File: config.mk
export PLATFORM = sky130hd
export DESIGN_NAME = serial_slice_subtractor
export DESIGN_NICKNAME = d
export VERILOG_FILES = /design/src/rtl/serial_sub_pkg.sv /design/src/rtl/fs_slice.sv /design/src/rtl/serial_slice_subtractor.sv
export SDC_FILE = /design/constraint.sdc
export NUM_CORES = 1
export LEC_CHECK = 0
export CORE_AREA = 4 4 73 92
export CTS_BUF_LIST = sky130_fd_sc_hd__clkbuf_2
export CTS_CLUSTER_SIZE = 8
export DETAILED_ROUTE_END_ITERATION = 8
export DIE_AREA = 0 0 77 96
export PLACE_DENSITY = 0.8
export SYNTH_ARGS = -nofsm -noshare
export SYNTH_HDL_FRONTEND = slang
export SYNTH_HIERARCHICAL = 1
export SYNTH_SLANG_ARGS = --single-unit
File: constraint.sdc
create_clock -name clk -period 3.1 [get_ports clk]
set_input_delay 0.62 -clock clk [delete_from_list [all_inputs] [get_ports clk]]
set_output_delay 0.62 -clock clk [all_outputs]
set_load 0.005 [all_outputs]
File: src/rtl/serial_sub_pkg.sv
// Shared definitions for the serial slice subtractor.
//   sub_state_t : controller state encoding (IDLE, RUN, DONE)
//   clog2       : counter width helper, never returns less than 1
package serial_sub_pkg;

    typedef enum logic [1:0] {
        IDLE = 2'd0,
        RUN  = 2'd1,
        DONE = 2'd2
    } sub_state_t;

    // Width needed to count 0..value-1. A single-slice configuration
    // still needs a 1-bit counter so the register is never zero-width.
    function automatic int clog2(input int value);
        int w;
        w = 0;
        while ((1 << w) < value) begin
            w++;
        end
        if (w < 1) begin
            w = 1;
        end
        return w;
    endfunction

endpackage

File: src/rtl/fs_slice.sv
// Combinational SLICE-bit ripple of full-subtractor cells.
//   a, b  : slice operands (minuend, subtrahend)
//   bin   : borrow into the least significant cell
//   d     : slice difference
//   bout  : borrow out of the most significant cell
module fs_slice #(
    parameter int SLICE = 4
) (
    input  logic [SLICE-1:0] a,
    input  logic [SLICE-1:0] b,
    input  logic             bin,
    output logic [SLICE-1:0] d,
    output logic             bout
);

    logic br;

    always_comb begin
        d  = '0;
        br = bin;
        for (int i = 0; i < SLICE; i++) begin
            d[i] = a[i] ^ b[i] ^ br;
            br   = (~a[i] & b[i]) | (~(a[i] ^ b[i]) & br);
        end
        bout = br;
    end

endmodule

File: src/rtl/serial_slice_subtractor.sv
// Multi-cycle subtractor: diff = a - b - bin (mod 2^WIDTH), SLICE bits per clock.
//   clk, rst_n           : clock (rising edge), asynchronous active-low reset
//   in_valid / in_ready  : operand handshake; in_ready is high only in IDLE
//   a, b, bin            : minuend, subtrahend, borrow-in
//   out_valid / out_ready: result handshake; out_valid is high only in DONE
//   diff, bout, ovf, zero: result, unsigned borrow-out, signed overflow, diff==0
//   state                : current controller state (debug observation)
//
// Handshake: a transfer happens on a rising edge where valid && ready are both
// high. The producer holds in_valid and the operands until in_ready; the result
// and out_valid are held unchanged until out_ready is seen in DONE.
module serial_slice_subtractor
    import serial_sub_pkg::*;
#(
    parameter int WIDTH = 16,
    parameter int SLICE = 4
) (
    input  logic             clk,
    input  logic             rst_n,
    input  logic             in_valid,
    output logic             in_ready,
    input  logic [WIDTH-1:0] a,
    input  logic [WIDTH-1:0] b,
    input  logic             bin,
    output logic             out_valid,
    input  logic             out_ready,
    output logic [WIDTH-1:0] diff,
    output logic             bout,
    output logic             ovf,
    output logic             zero,
    output sub_state_t       state
);

    localparam int NSL = WIDTH / SLICE;
    localparam int CW  = clog2(NSL);

    generate
        if ((WIDTH % SLICE) != 0 || SLICE < 1 || SLICE > WIDTH) begin : g_bad_params
            $fatal(1, "serial_slice_subtractor: WIDTH must be a multiple of SLICE");
        end
    endgenerate

    sub_state_t       next_state;
    logic [WIDTH-1:0] a_sr;
    logic [WIDTH-1:0] b_sr;
    logic [WIDTH-1:0] d_sr;
    logic [WIDTH-1:0] d_next;
    logic             br_q;
    logic [CW-1:0]    cnt;
    logic             a_msb;
    logic             b_msb;
    logic [SLICE-1:0] slice_d;
    logic             slice_bout;
    logic             accept;
    logic             last;

    fs_slice #(.SLICE(SLICE)) u_slice (
        .a    (a_sr[SLICE-1:0]),
        .b    (b_sr[SLICE-1:0]),
        .bin  (br_q),
        .d    (slice_d),
        .bout (slice_bout)
    );

    // Each new slice enters at the top; after NSL cycles the first slice
    // computed has been pushed down to bit 0.
    generate
        if (NSL == 1) begin : g_single
            assign d_next = slice_d;
        end else begin : g_multi
            assign d_next = {slice_d, d_sr[WIDTH-1:SLICE]};
        end
    endgenerate

    assign accept = in_valid && in_ready;
    assign last   = (cnt == CW'(NSL - 1));

    // State register
    always_ff @(posedge clk or negedge rst_n) begin
        if (!rst_n) begin
            state <= IDLE;
        end else begin
            state <= next_state;
        end
    end

    // Next-state logic
    always_comb begin
        next_state = state;
        case (state)
            IDLE:    if (in_valid) next_state = RUN;
            RUN:     if (last) next_state = DONE;
            DONE:    if (out_ready) next_state = IDLE;
            default: next_state = IDLE;
        endcase
    end

    // Handshake outputs
    always_comb begin
        in_ready  = (state == IDLE);
        out_valid = (state == DONE);
    end

    // Datapath. The visible result registers are written only on the last
    // RUN cycle, so they keep the previous result through IDLE and RUN while
    // the internal shift register fills.
    always_ff @(posedge clk or negedge rst_n) begin
        if (!rst_n) begin
            a_sr  <= '0;
            b_sr  <= '0;
            d_sr  <= '0;
            br_q  <= 1'b0;
            cnt   <= '0;
            a_msb <= 1'b0;
            b_msb <= 1'b0;
            diff  <= '0;
            bout  <= 1'b0;
            ovf   <= 1'b0;
            zero  <= 1'b0;
        end else if (accept) begin
            a_sr  <= a;
            b_sr  <= b;
            br_q  <= bin;
            cnt   <= '0;
            // Operand sign bits are kept aside: the shift registers lose them.
            a_msb <= a[WIDTH-1];
            b_msb <= b[WIDTH-1];
        end else if (state == RUN) begin
            a_sr <= a_sr >> SLICE;
            b_sr <= b_sr >> SLICE;
            d_sr <= d_next;
            br_q <= slice_bout;
            cnt  <= cnt + CW'(1);
            if (last) begin
                diff <= d_next;
                bout <= slice_bout;
                zero <= (d_next == '0);
                ovf  <= (a_msb ^ b_msb) & (d_next[WIDTH-1] ^ a_msb);
            end
        end
    end

endmodule

==> results.yml, run 1 <==
outcome:
  status: "complete, no violations"
sta:
  final-hold-violation-count: 0
  finalSetupViolCount: 0
  slew_viol_final: 0
  period_needed_ns: 2.509
  finalCritPeriodShare_pct: 80.93
  slew_headroom_pct: 53.98
  timing.fmax_mhz: 398.6
  setup_tns_ns: 0
  rsz0062_at_grt: "false"
  worst_pin_slew_ns: 0.6903
  skew_ns: 0.01830
clock_network:
  cts_root_buf: "clkbuf_2"
  ctsHtreeMaxLevel: 3
  insertion_delay_ns: 0.48
  clock_path_buffers: 2
  cts.repair.resized: 0
  post_cts_buffers: 0
  clkTransAtPathRegs_ns: 0.18
  cts_tree: "built"
  hold_buffers: 0
  cts_sinks: 70
  cts_buffers: 9
yosys:
  synth_edf_count: 0
  synth_warnings: 6
  syn_inst: 277
  synth-seq-cells: 70
  synth_nets: 319
  avgSynthCellArea_um2: 10.87
  synth_area_mm2: 0.003010
  synthArstFlopShare_pct: 100.0
  synth-seq-area-share_pct: 58.19
  ys_types: 25
  yosys_most_used_dff: "dfrtp_1"
placement:
  postPlaceCellArea_mm2: 0.003615
  place.gp.congestion: 0.7321
  io_buffers: 59
  placed_cells: 394
  hpwlAfterDp_um: 4207
floorplanning:
  initial_utilization_pct: 52.09
  die_x_um: 77
  num_io_pins: 60
  core_mm2: 0.005779
  die_h_um: 96
  die-area_mm2: 0.007392
  rows: 31
worst_hold_path:
  worstHoldPathType: "in -> async"
global_route:
  grt_pass1_vias: 2148
  antenna_found_initial: 0
  grt_max_degree: 39
  grt.busiest_layer: "met2"
  grt.overflow.total: 0
  grt_pass1_wl_um: 9998
  track_usage_pct: 17.36
  gr-usage-met1_pct: 21.09
  met3_usage_pct: 4.026
  met2_usage_pct: 29.07
worst_setup_path:
  endpoint_kind: "flip-flop"
  cp_data_required_time_ns: 3.52
  cp.arrival_ns: 2.93
  cp_max_fo: 5
  crit_type: "reg -> reg"
  worstSetupStartpointType: "flip-flop"
pwr:
  vdd_drop_max_uv: 405.5
  p_leak_nw: 1.795
  power.density_mw_per_mm2: 967.1
layout:
  drive_gt1_share_pct: 13.70
  fin_area_mm2: 0.003687
  mostFrequentLayoutCells: "nand2_1 (103), dfrtp_1 (70), clkdlybuf4s50_1 (58), a22oi_1 (22), mux2_2 (19)"
  syn2layout_area_growth_pct: 22.49
  layout_commonest_cell: "nand2_1"
  final-instance-count-excl-fill: 409
  final_util_pct: 63.80
  antenna_cells: 0
  nets: 381
routing:
  vias: 2149
  viasPerCell: 5.254
  wl_per_cell_um: 14.31
  drt_pre_antenna_iters: 4
  drt-total-wl_um: 5852
  drc_errors: 0
  drtIter0Drc: 98
  ant_nets: 0
flow_run:
  maxCapViolCount: 0
==> cell type report <==
type	instances	area, µm²
clock buffer	12	60.06
inverter	11	41.29
clock inverter	3	12.51
multi-input combinational	181	1101
tap	66	82.58
sequential	70	1752
timing repair buffer	66	638.1
fill	478	2092
==> per-layer routing <==
metal  up-vias  part of all wire (%)
met3        12                   4.7
li1       1044                     -
met2        54                    49
met5         -                     0
met1      1039                    44
met4         0                   2.0
==> flip-flops by register name (all words and copies together) (netlist names) <==
signal  flops
bout        1
d_sr       12
cnt         2
b_sr       16
zero        1
br_q        1
ovf         1
diff       16
a_sr       16
a_msb       1
state       2
b_msb       1
==> synthesized netlist by cell type, types with 2 or more instances <==
master   number  area [µm²]
a22o_1        2       17.52
a22oi_1      22       165.2
a22oi_2       3       37.54
buf_2         5       25.02
buf_4         5       37.54
buf_6         5       56.30
dfrtp_1      70        1752
fa_1          4       80.08
inv_1        11       41.29
mux2_2       19       214.0
nand2_1     103       386.6
nor2_1        2       7.510
nor4_1        4       25.02
o21ai_0      11       55.05
==> worst max-delay path, cell delays in order (launching register included) <==
cell and delay (ns):
dfrtp_1 0.42, inv_1 0.08, fa_1 0.16, inv_1 0.05, fa_1 0.37, fa_1 0.36
inv_1 0.07, fa_1 0.47, nor4_1 0.20, nand4_1 0.12, o21ai_0 0.15
==> metrics by stage <==
step | setup WS [ns] | hold WS [ns] | total power, mW
detailed placement | 0.5984 | 0.4634 | 3.209
CTS | 0.5631 | 0.09239 | 3.594
finish | 0.5911 | 0.08688 | 3.566
global placement | 0.6850 | 0.4585 | 3.131
global route | 0.3777 | 0.07645 | 3.878
floorplan | 0.7589 | 0.3244 | 2.653
==> final timing paths <==
check / endpoint / cells past startpoint / start / slack, ns
worst min-delay path: diff[2] / 1 / rst_n / 0.09
worst min register to register: b_sr[6] / 2 / b_sr[6] / 0.50
worst max register to register: zero / 10 / b_sr[0] / 0.59
min in group clk: b_sr[6] / 2 / b_sr[6] / 0.50
worst max-delay path: zero / 10 / b_sr[0] / 0.59
max in group asynchronous: b_sr[12] / 2 / rst_n / 2.29
==> logic make-up (layout without fill, tap and decap cells) <==
kind of cell	Yosys count	count (layout)	share of synthesized area, %
adder cells (fa/ha/maj)	5	5	3.076
flip-flops	70	70	58.19
buffers and inverters	26	92	5.320
AO/OA/AOI/OAI	41	41	9.934
AND/OR/NAND/NOR	116	116	16.38
multiplexers	19	19	7.107
==> power breakdown <==
group          leakage (nW)  internal (mW)  switching [mW]
Sequential            0.889           1.31           0.276
Combinational         0.849          0.773           0.803
Clock                0.0569          0.106           0.294
Power figures use the tool's default switching activity.
==> inputs of run 2 (changes only) <==
--- a/config.mk
+++ b/config.mk
@@ -5,12 +5,12 @@
 export SDC_FILE = /design/constraint.sdc
 export NUM_CORES = 1
 export LEC_CHECK = 0
-export CORE_AREA = 4 4 73 92
+export CORE_AREA = 4 4 76 96
 export CTS_BUF_LIST = sky130_fd_sc_hd__clkbuf_2
 export CTS_CLUSTER_SIZE = 8
 export DETAILED_ROUTE_END_ITERATION = 8
-export DIE_AREA = 0 0 77 96
-export PLACE_DENSITY = 0.8
+export DIE_AREA = 0 0 80 100
+export PLACE_DENSITY = 0.77
 export SYNTH_ARGS = -nofsm -noshare
 export SYNTH_HDL_FRONTEND = slang
 export SYNTH_HIERARCHICAL = 1
==> constraint.sdc (replaced) <==
create_clock -name clk -period 2.07 [get_ports clk]
set_input_delay 0.414 -clock clk [delete_from_list [all_inputs] [get_ports clk]]
set_output_delay 0.414 -clock clk [all_outputs]
set_load 0.005 [all_outputs]
==> run 2 against run 1 <==
  * The run now ends with negative setup slack left
  * Core utilization shrank 4.2 points
  * Sequential share of layout area is 1.8 points lower
  * Clock skew grew 0.011 ns
  * Power up 58%
  * Hold slack gained 0.25 ns
  * Wire length rose by 2.2%
==> results.yml, run 2 (synthesis gave the netlist of run 1 again) <==
clock_network:
  cts_root_buf: "clkbuf_2"
  ctsHtreeMaxLevel: 3
  clkTransAtPathRegs_ns: 0.21
  insertion_delay_ns: 0.53
  cts_buffers: 9
  clock_path_buffers: 2
  cts_tree: "built"
  cts_sinks: 70
layout:
  filler_cell_count: 574
  antenna_cells: 0
  layout.area.seq_mm2: 0.001754
  top_regs: "a_sr (16), b_sr (16), diff (16)"
  layout_commonest_cell: "nand2_1"
  syn2layout_area_growth_pct: 27.47
  nets: 386
  drive_gt1_share_pct: 17.77
  multi_input_area_mm2: 0.001119
  final-instance-count-excl-fill: 436
  mostFrequentLayoutCells: "nand2_1 (103), dfrtp_1 (68), clkdlybuf4s50_1 (56), a22oi_1 (22), mux2_2 (19)"
global_route:
  antenna_found_initial: 0
  track_usage_pct: 16.65
  grt_max_degree: 39
  grt.overflow.total: 0
  grt_pass1_vias: 2237
  grt_pass1_wl_um: 10230
floorplanning:
  num_io_pins: 60
  die-area_mm2: 0.008000
  rows: 33
  die_x_um: 80
  initial_utilization_pct: 46.74
  core_mm2: 0.006441
  die_h_um: 100
placement:
  place.gp.congestion: 0.7750
  hpwlAfterDp_um: 4361
  io_buffers: 59
  placed_cells: 417
  preCtsSetupSlack_ns: -0.4018
worst_setup_path:
  cp_data_required_time_ns: 2.54
  cp.arrival_ns: 2.83
  cp_max_fo: 5
  endpoint_kind: "flip-flop"
  worstSetupStartpointType: "flip-flop"
  crit_type: "reg -> reg"
routing:
  drtIter0Drc: 83
  viasPerCell: 5.108
  drc_errors: 0
  vias: 2227
  wl_per_cell_um: 13.71
  drt-total-wl_um: 5978
  ant_nets: 0
  drt_pre_antenna_iters: 4
outcome:
  status: "complete, but fails checks"
  violations: "negative setup slack"
sta:
  slew_viol_final: 0
  fin_ws_ns: -0.2876
  finalSetupViolCount: 4
  period_needed_ns: 2.358
  worst_pin_slew_ns: 0.4607
  rsz0062_at_grt: "true"
  final-hold-violation-count: 0
  slew_headroom_pct: 69.29
  skew_ns: 0.02905
  finalCritPeriodShare_pct: 113.9
  timing.fmax_mhz: 424.2
pwr:
  vdd_drop_max_uv: 721.7
  power.total_mw: 5.636
  p_leak_nw: 1.849
  power.density_mw_per_mm2: 1469
worst_hold_path:
  worstHoldPathType: "in -> async"
flow_run:
  maxCapViolCount: 0
[run 2: cell count changes in the layout (fill, tap and decap cells not counted), sizes merged]
cell           change
buf                +4
clkbuf             -3
clkdlybuf4s50      -2
clkinv             +2
bufinv             +1
clkinvlp           +1
dlygate4sd2        +1
dlygate4sd3        +1
dlymetal6s2s       +1
[run 2: through the flow]
stage               setup TNS, ns  util [%]  hold slack [ns]  area [µm²]
global route               -1.045     59.58           0.3422        3837
global placement          -0.6650     57.23           0.3900        3686
detailed placement        -0.9080     57.23           0.3916        3686
finish                    -0.7488     59.58           0.3347        3837
CTS                       -0.8306     59.54           0.3381        3835
floorplan                 -0.4797         -           0.1184        3015
[run 2: layout make-up]
cell class | instances | area share, %
Sequential cell | 70 | 45.71
Multi-Input combinational cell | 181 | 29.15
Timing Repair Buffer | 71 | 18.36
Tap cell | 87 | 2.837
Clock inverter | 7 | 1.695
Clock buffer | 9 | 1.174
Inverter | 11 | 1.076
[run 2: power by group]
part	total [mW]	switching, mW	leakage (nW)	internal [mW]
logic	2.52	1.27	0.893	1.25
registers	2.36	0.389	0.887	1.97
clock network	0.759	0.489	0.0691	0.270
total	5.64	2.15	1.85	3.49
[run 2: critical path: stages (launching register included)]
cell and delay (ns):
dfrtp_1 0.42, inv_1 0.07, fa_1 0.15, inv_1 0.05
fa_2 0.33, fa_2 0.34, inv_2 0.06, fa_2 0.47
nor4_2 0.16, nand4_1 0.12, o21ai_1 0.14
[run 2: what timing repair did]
action                                  CTS  global route
buffers inserted                          2             0
hold buffers                              1             0
resized for setup                         9             1
pin swaps                                 1             1
endpoints found under the setup margin    8             5
endpoints found under the hold margin    17             0
[run 2: worst paths after layout]
| path | from | endpoint | slack, ns | cells past startpoint |
|---|---|---|---|---|
| max | br_q | zero | -0.29 | 10 |
| max reg2reg | br_q | zero | -0.29 | 10 |
| min | rst_n | d_sr[11] | 0.33 | 2 |
| min in group clk | a[13] | a_sr[13] | 0.43 | 3 |
| min reg2reg | a_sr[5] | a_sr[5] | 0.50 | 2 |
| max in group asynchronous | rst_n | a_sr[14] | 1.13 | 3 |
[run 2: routing by layer]
layer	vias to the layer above	part of all wire [%]	track usage (%)
li1	1061	-	-
met1	1095	41	20.33
met2	61	52	27.81
met3	10	5.1	3.411
met4	0	1.7	8.322
met5	-	0	0
